## config.mk

```make
export PLATFORM = sky130hd
export DESIGN_NAME = ap_frame_sequencer
export DESIGN_NICKNAME = d
export VERILOG_FILES = /design/src/rtl/ap_frame_sequencer.sv
export SDC_FILE = /design/constraint.sdc
export NUM_CORES = 1
export LEC_CHECK = 0
export BUFFER_PORTS_ARGS = -buffer_cell sky130_fd_sc_hd__buf_2
export CAP_MARGIN = 20
export CORE_UTILIZATION = 45
export DETAILED_ROUTE_END_ITERATION = 10
export GPL_ROUTABILITY_DRIVEN = 0
export PLACE_DENSITY = 0.68
export SLEW_MARGIN = 20
export SYNTH_ARGS = -nofsm -noshare
export SYNTH_HDL_FRONTEND = slang
export SYNTH_SLANG_ARGS = --single-unit
```

## constraint.sdc

```tcl
create_clock -name clk -period 3.9 [get_ports clk]
set_input_delay 0.195 -clock clk [delete_from_list [all_inputs] [get_ports clk]]
set_output_delay 0.195 -clock clk [all_outputs]
set_load 0.02 [all_outputs]
```

## src/rtl/ap_frame_sequencer.sv

```systemverilog
// ---------------------------------------------------------------------------
// ap_frame_sequencer
//
// Frame scheduler for the audio-processing path. It converts the free-running
// offset-binary ADC stream to 16-bit signed samples and writes them into a
// circular sample RAM. It launches the feature engine on overlapping frames
// (FRAME_LEN long, HOP_LEN apart) and publishes a one-cycle valid strobe when
// the feature vector is complete.
//
// Optional feature: define AP_PREEMPH_EN to apply first-order pre-emphasis
//   y = sat16(x[n] - x[n-1] + (x[n-1] >>> 5)) after conversion. The filter adds
//   no latency. Without the macro the converted sample is written unchanged.
//
// Ports
//   clk        in   system clock, rising edge
//   rst        in   asynchronous active-low reset
//   en         in   capture enable
//   adc_data   in   offset-binary ADC sample (DATA_WIDTH)
//   buf_we     out  sample RAM write strobe
//   buf_addr   out  sample RAM write address (ADDR_W)
//   buf_wdata  out  converted signed 16-bit sample
//   fe_start   out  one-cycle frame start pulse to the feature engine
//   fe_base    out  RAM address of the first sample of the started frame
//   fe_busy    in   feature engine busy, sampled only at a frame trigger
//   fe_done    in   one-cycle pulse, feature vector complete
//   vec_valid  out  one-cycle pulse, feature vector valid
//   frame_cnt  out  published frame count, wraps modulo 2^16
//   overrun    out  sticky flag, a frame trigger was dropped
// ---------------------------------------------------------------------------
module ap_frame_sequencer #(
    parameter int DATA_WIDTH = 12,
    parameter int DECIM      = 1,
    parameter int FRAME_LEN  = 256,
    parameter int HOP_LEN    = 128,
    parameter int BUF_DEPTH  = 512
) (
    input  logic                              clk,
    input  logic                              rst,
    input  logic                              en,
    input  logic        [DATA_WIDTH-1:0]      adc_data,
    output logic                              buf_we,
    output logic        [$clog2(BUF_DEPTH)-1:0] buf_addr,
    output logic signed [15:0]                buf_wdata,
    output logic                              fe_start,
    output logic        [$clog2(BUF_DEPTH)-1:0] fe_base,
    input  logic                              fe_busy,
    input  logic                              fe_done,
    output logic                              vec_valid,
    output logic        [15:0]                frame_cnt,
    output logic                              overrun
);

    localparam int ADDR_W = $clog2(BUF_DEPTH);
    localparam int DIV_W  = (DECIM > 1) ? $clog2(DECIM) : 1;
    localparam int SCNT_W = $clog2(FRAME_LEN + 1);

    localparam logic [DIV_W-1:0]  DIV_LAST   = DIV_W'(DECIM - 1);
    localparam logic [SCNT_W-1:0] FRAME_LAST = SCNT_W'(FRAME_LEN - 1);
    localparam logic [SCNT_W-1:0] HOP_LAST   = SCNT_W'(HOP_LEN - 1);
    localparam logic [ADDR_W-1:0] BASE_BACK  = ADDR_W'(FRAME_LEN - 1);

    localparam logic [2:0] S_IDLE    = 3'd0;
    localparam logic [2:0] S_FILL    = 3'd1;
    localparam logic [2:0] S_START   = 3'd2;
    localparam logic [2:0] S_WAIT    = 3'd3;
    localparam logic [2:0] S_PUBLISH = 3'd4;

    // ------------------------------------------------------------------
    // Sample strobe divider
    // ------------------------------------------------------------------
    logic [DIV_W-1:0] div_q, div_d;
    logic             strobe;

    assign strobe = en && (div_q == DIV_LAST);

    always_comb begin
        div_d = div_q;
        if (!en || strobe) div_d = '0;
        else               div_d = div_q + 1'b1;
    end

    // ------------------------------------------------------------------
    // Conversion: offset binary -> two's complement is an MSB flip, then
    // left-justify into 16 bits.
    // ------------------------------------------------------------------
    logic signed [15:0] conv_x;
    logic signed [15:0] samp_y;
    logic [2:0]         state_q, state_d;
    logic               leave_idle;

    assign conv_x     = {~adc_data[DATA_WIDTH-1], adc_data[DATA_WIDTH-2:0],
                         {(16-DATA_WIDTH){1'b0}}};
    assign leave_idle = (state_q == S_IDLE) && en;

`ifdef AP_PREEMPH_EN
    // History is forced to zero for the first sample of a new capture run,
    // which is the one captured on the same edge the FSM leaves IDLE.
    logic signed [15:0] xprev_q, xprev_d;
    logic signed [15:0] xprev_eff;
    logic signed [17:0] pe_sum;

    assign xprev_eff = leave_idle ? 16'sd0 : xprev_q;
    assign pe_sum    = 18'(conv_x) - 18'(xprev_eff) + 18'(xprev_eff >>> 5);

    always_comb begin
        if (pe_sum > 18'sd32767)       samp_y = 16'sh7FFF;
        else if (pe_sum < -18'sd32768) samp_y = 16'sh8000;
        else                           samp_y = pe_sum[15:0];
    end

    always_comb begin
        xprev_d = xprev_q;
        if (strobe)          xprev_d = conv_x;
        else if (leave_idle) xprev_d = '0;
    end

    always_ff @(posedge clk or negedge rst) begin
        if (!rst) xprev_q <= '0;
        else      xprev_q <= xprev_d;
    end
`else
    assign samp_y = conv_x;
`endif

    // ------------------------------------------------------------------
    // Write path: captured on the strobe edge, presented for one cycle.
    // ------------------------------------------------------------------
    logic                     buf_we_q;
    logic        [ADDR_W-1:0] buf_addr_q, wptr_q;
    logic signed [15:0]       buf_wdata_q;

    always_ff @(posedge clk or negedge rst) begin
        if (!rst) begin
            div_q       <= '0;
            buf_we_q    <= 1'b0;
            buf_addr_q  <= '0;
            buf_wdata_q <= '0;
            wptr_q      <= '0;
        end else begin
            div_q    <= div_d;
            buf_we_q <= strobe;
            if (strobe) begin
                buf_addr_q  <= wptr_q;
                buf_wdata_q <= samp_y;
                wptr_q      <= wptr_q + 1'b1;
            end
        end
    end

    // ------------------------------------------------------------------
    // Trigger counter and frame FSM.
    // Samples are counted as they appear on the RAM port, so a trigger is
    // raised in the cycle the triggering sample is written and the start
    // pulse lands one cycle later, after the RAM holds that sample.
    // ------------------------------------------------------------------
    logic [SCNT_W-1:0] scnt_q, scnt_d;
    logic              first_q, first_d;
    logic              ovr_q, ovr_d;
    logic [ADDR_W-1:0] base_q, base_d;
    logic [15:0]       fcnt_q, fcnt_d;
    logic              trig;

    // A write still draining after en falls is not counted: the next
    // capture run always restarts with a full fill.
    assign trig = en && buf_we_q && (state_q != S_IDLE) &&
                  (scnt_q == (first_q ? FRAME_LAST : HOP_LAST));

    always_comb begin
        state_d = state_q;
        scnt_d  = scnt_q;
        first_d = first_q;
        ovr_d   = ovr_q;
        base_d  = base_q;
        fcnt_d  = fcnt_q;

        if (state_q != S_IDLE && en && buf_we_q) begin
            scnt_d = trig ? '0 : scnt_q + 1'b1;
            if (trig) first_d = 1'b0;
        end
        if (!en) begin
            scnt_d  = '0;
            first_d = 1'b1;
        end

        case (state_q)
            S_IDLE: begin
                if (en) begin
                    state_d = S_FILL;
                    scnt_d  = '0;
                    first_d = 1'b1;
                end
            end
            S_FILL: begin
                if (!en) begin
                    state_d = S_IDLE;
                end else if (trig) begin
                    if (fe_busy) begin
                        ovr_d = 1'b1;
                    end else begin
                        state_d = S_START;
                        base_d  = buf_addr_q - BASE_BACK;
                    end
                end
            end
            S_START: begin
                state_d = S_WAIT;
                if (trig) ovr_d = 1'b1;
            end
            S_WAIT: begin
                if (fe_done) begin
                    state_d = S_PUBLISH;
                    fcnt_d  = fcnt_q + 1'b1;
                end
                if (trig) ovr_d = 1'b1;
            end
            S_PUBLISH: begin
                state_d = en ? S_FILL : S_IDLE;
                if (trig) ovr_d = 1'b1;
            end
            default: state_d = S_IDLE;
        endcase
    end

    always_ff @(posedge clk or negedge rst) begin
        if (!rst) begin
            state_q <= S_IDLE;
            scnt_q  <= '0;
            first_q <= 1'b0;
            ovr_q   <= 1'b0;
            base_q  <= '0;
            fcnt_q  <= '0;
        end else begin
            state_q <= state_d;
            scnt_q  <= scnt_d;
            first_q <= first_d;
            ovr_q   <= ovr_d;
            base_q  <= base_d;
            fcnt_q  <= fcnt_d;
        end
    end

    assign buf_we    = buf_we_q;
    assign buf_addr  = buf_addr_q;
    assign buf_wdata = buf_wdata_q;
    assign fe_start  = (state_q == S_START);
    assign fe_base   = base_q;
    assign vec_valid = (state_q == S_PUBLISH);
    assign frame_cnt = fcnt_q;
    assign overrun   = ovr_q;

endmodule

```

==> flow_metrics.env <==
export IMPL_status="finished clean"
export IMPL_pin_count=71
export IMPL_diodes=0
export IMPL_setup_violations_final=0
export IMPL_rsz0062_at_grt="no"
export IMPL_first_pass_iters=4
export IMPL_port_buffers=66
export IMPL_holdWs_ps=40.8
export IMPL_drive_gt1_share_pct=27.3
export IMPL_die_w_um=85.9
export IMPL_overflow=0
export IMPL_drc_errors=0
export IMPL_hold_viol=0
export IMPL_cts_root_buffer="clkbuf_8"
export IMPL_mostFrequentLayoutCells="79 x nand2_1, 71 x dfrtp_1, 65 x buf_2, 29 x xnor2_1"
export IMPL_wl_per_cell_um=12.5
export IMPL_setup_ws_ps=1510
export IMPL_path_class="register to register"
export IMPL_slew_headroom_pct=35.6
export IMPL_final_common_cell="nand2_1"
export IMPL_path_cells="ha_1 -> nand3_1 -> nor4_2 -> nor4b_4 -> mux2_4"
export IMPL_cts_made_buffers=9
export IMPL_insertion_delay_ps=340
export IMPL_cts_max_level=3
export IMPL_critPathBufInv=0
export IMPL_maxCapViolCount=0
export IMPL_synth_edff_count=0
export IMPL_critical_path_startpoint_type="register"
export IMPL_fmax_mhz=418
export IMPL_cp_slowest_cell="nor4b_4"
export IMPL_ys_seq_area_share_pct=56.1
export IMPL_clk_path_buf_depth=2
export IMPL_register_area_um2=1780
export IMPL_critPathMaxStageDelay_ps=800
export IMPL_post_route_period_util_pct=61.3
export IMPL_power_mw=1.81
export IMPL_cp_max_fo=10
export IMPL_synth_cell_area_um2=3170
export IMPL_core_rowCount=30
export IMPL_clock_sinks=71
export IMPL_required_ps=4130
export IMPL_ir_drop_mv=0.217
export IMPL_final_instance_count_excl_fill=466
export IMPL_power_density_nw_per_um2=475
export IMPL_synthCells=295
export IMPL_core_um2=6790
export IMPL_antenna_found_initial=0
export IMPL_syn_to_final_growth_pct=20.5
export IMPL_ys_ff_latch=71
export IMPL_postRouteAntennaNets=0
export IMPL_initial_core_util_pct=46.6
export IMPL_dpl_worst_slack_ps=1510
export IMPL_min_path_type="input pin to register"
export IMPL_grt_pass1_vias=2122
export IMPL_drtIter0Drc=78
export IMPL_fin_crit_ps=2390
export IMPL_dp_hpwl_um=3960
export IMPL_nets=387
export IMPL_synth_ff_type="dfrtp_1"
export IMPL_endpoint_kind="register"
export IMPL_postCtsSetupRepairBufs=0
export IMPL_totalWireLength_um=5810
export IMPL_multi_input_area_um2=1320
export IMPL_worstPathArrival_ps=2620
export IMPL_viasPerCell=4.85
export IMPL_finalSetupTns_ps=0
export IMPL_dieArea_um2=7380
export IMPL_cts_tree="done"
export IMPL_postSynthAreaPerCell_um2=10.7
export IMPL_finalClockSkew_ps=6.35
export IMPL_async_flop_share_pct=100
export IMPL_die_h_um=85.9
export IMPL_power_leakage_nw=1.97
export IMPL_grt_max_degree=45
export IMPL_clk_pin_slew_worst_paths_ps=70
export IMPL_dpl_cell_count=450
export IMPL_synth_cell_type_count=37
export IMPL_report_final_slew_viol_count=0
export IMPL_nFillCells=610
export IMPL_num_vias=2260
export IMPL_grt_usage_pct=17.3
export IMPL_grt_pass1_wl_um=9800
export IMPL_yosys_warnings=0
export IMPL_tightest_slew_ps=966
export IMPL_cp_top_family="simple AND/OR/NAND/NOR gates"
## sequential cells by signal, summed over array words and instances (netlist names)
signal	cells
buf_addr	9
buf_wdata	12
buf_we	1
div_q	1
fe_base	9
first_q	1
frame_cnt	16
overrun	1
scnt_q	9
state_q	3
wptr_q	9
## cell families after synthesis
group,count (synthesis),share of synthesized area [%]
simple gates,143,22.2
flops,71,56.1
xor+xnor,38,10.5
buf+inv,17,2.80
compound gates,11,2.29
mux,10,4.46
fa+ha+maj,4,1.58
other cells,1,0.118
## routing by layer
metal  track usage, %  share of wire, %
met5                0                 0
met4             9.55               2.2
met3             3.46               3.9
met2             25.5                43
met1             24.0                51
## through the flow
| stage | utilization (%) | cell area (µm²) |
|---|---|---|
| 3_5_place_dp | 52.6 | 3580 |
| 5_1_grt | 56.2 | 3820 |
| 4_1_cts | 56.0 | 3810 |
| 6_report | 56.2 | 3820 |
| 2_1_floorplan | - | 3180 |
| 3_3_place_gp | 52.6 | 3580 |
## worst register-to-register path, delay by kind of cell, from the launching register on
kind                       cells  cell delay, ps
DFF                            1             380
muxes                          1             350
adders and majority gates      1             200
and+or+nand+nor                3            1340
## power breakdown
| part | total (mW) | leakage, nW | internal (mW) | switching, mW |
|---|---|---|---|---|
| Combinational | 0.251 | 0.909 | 0.0975 | 0.154 |
| Sequential | 0.895 | 0.939 | 0.806 | 0.0888 |
| Clock | 0.668 | 0.118 | 0.408 | 0.260 |
## final timing paths
| kind | start | endpoint | slack [ps] | cells after the start |
|---|---|---|---|---|
| setup / recovery | scnt_q[0]$_DFF_PN0_ | fe_base[8]$_DFFE_PN0P_ | 1510 | 5 |
| hold / removal | adc_data[3] | buf_wdata[7]$_DFFE_PN0P_ | 40 | 3 |
| setup reg to reg | scnt_q[0]$_DFF_PN0_ | fe_base[8]$_DFFE_PN0P_ | 1510 | 5 |
| hold reg to reg | buf_wdata[4]$_DFFE_PN0P_ | buf_wdata[4]$_DFFE_PN0P_ | 470 | 2 |
| max in group asynchronous | rst | wptr_q[1]$_DFFE_PN0P_ | 2740 | 3 |
| min in group asynchronous | rst | scnt_q[4]$_DFF_PN0_ | 380 | 2 |
## layout make-up
type | count | share of cell area [%]
clock buffer | 12 | 4.33
inverter | 4 | 0.393
tap | 96 | 3.15
clock inverter | 3 | 1.70
timing repair buffer | 69 | 9.37
sequential | 71 | 46.5
multi-input combinational | 211 | 34.5
## Yosys cell counts (2+ instances only)
cell	instances	area [µm²]
nor2_1	12	45.0
nor4_2	2	25.0
mux2_4	8	120
xnor2_1	29	254
nand4_1	12	75.1
buf_4	4	30.0
clkbuf_1	6	22.5
a21oi_1	5	25.0
nand2b_1	4	25.0
nor3_1	2	10.0
inv_1	3	11.3
dfrtp_1	71	1780
xor2_1	9	78.8
ha_1	4	50.1
and3_1	7	43.8
and4_1	4	35.0
o21ai_0	2	10.0
or2_2	2	12.5
nand3_1	11	55.1
and2_1	2	12.5
buf_2	2	10.0
nand2_1	79	297
## what timing repair did
action                    in CTS  in global routing
hold buffers                   0                  1
hold endpoints to repair       0                 43
gates resized for setup        0                  0
No activity file was read; power rests on OpenSTA's default activity.
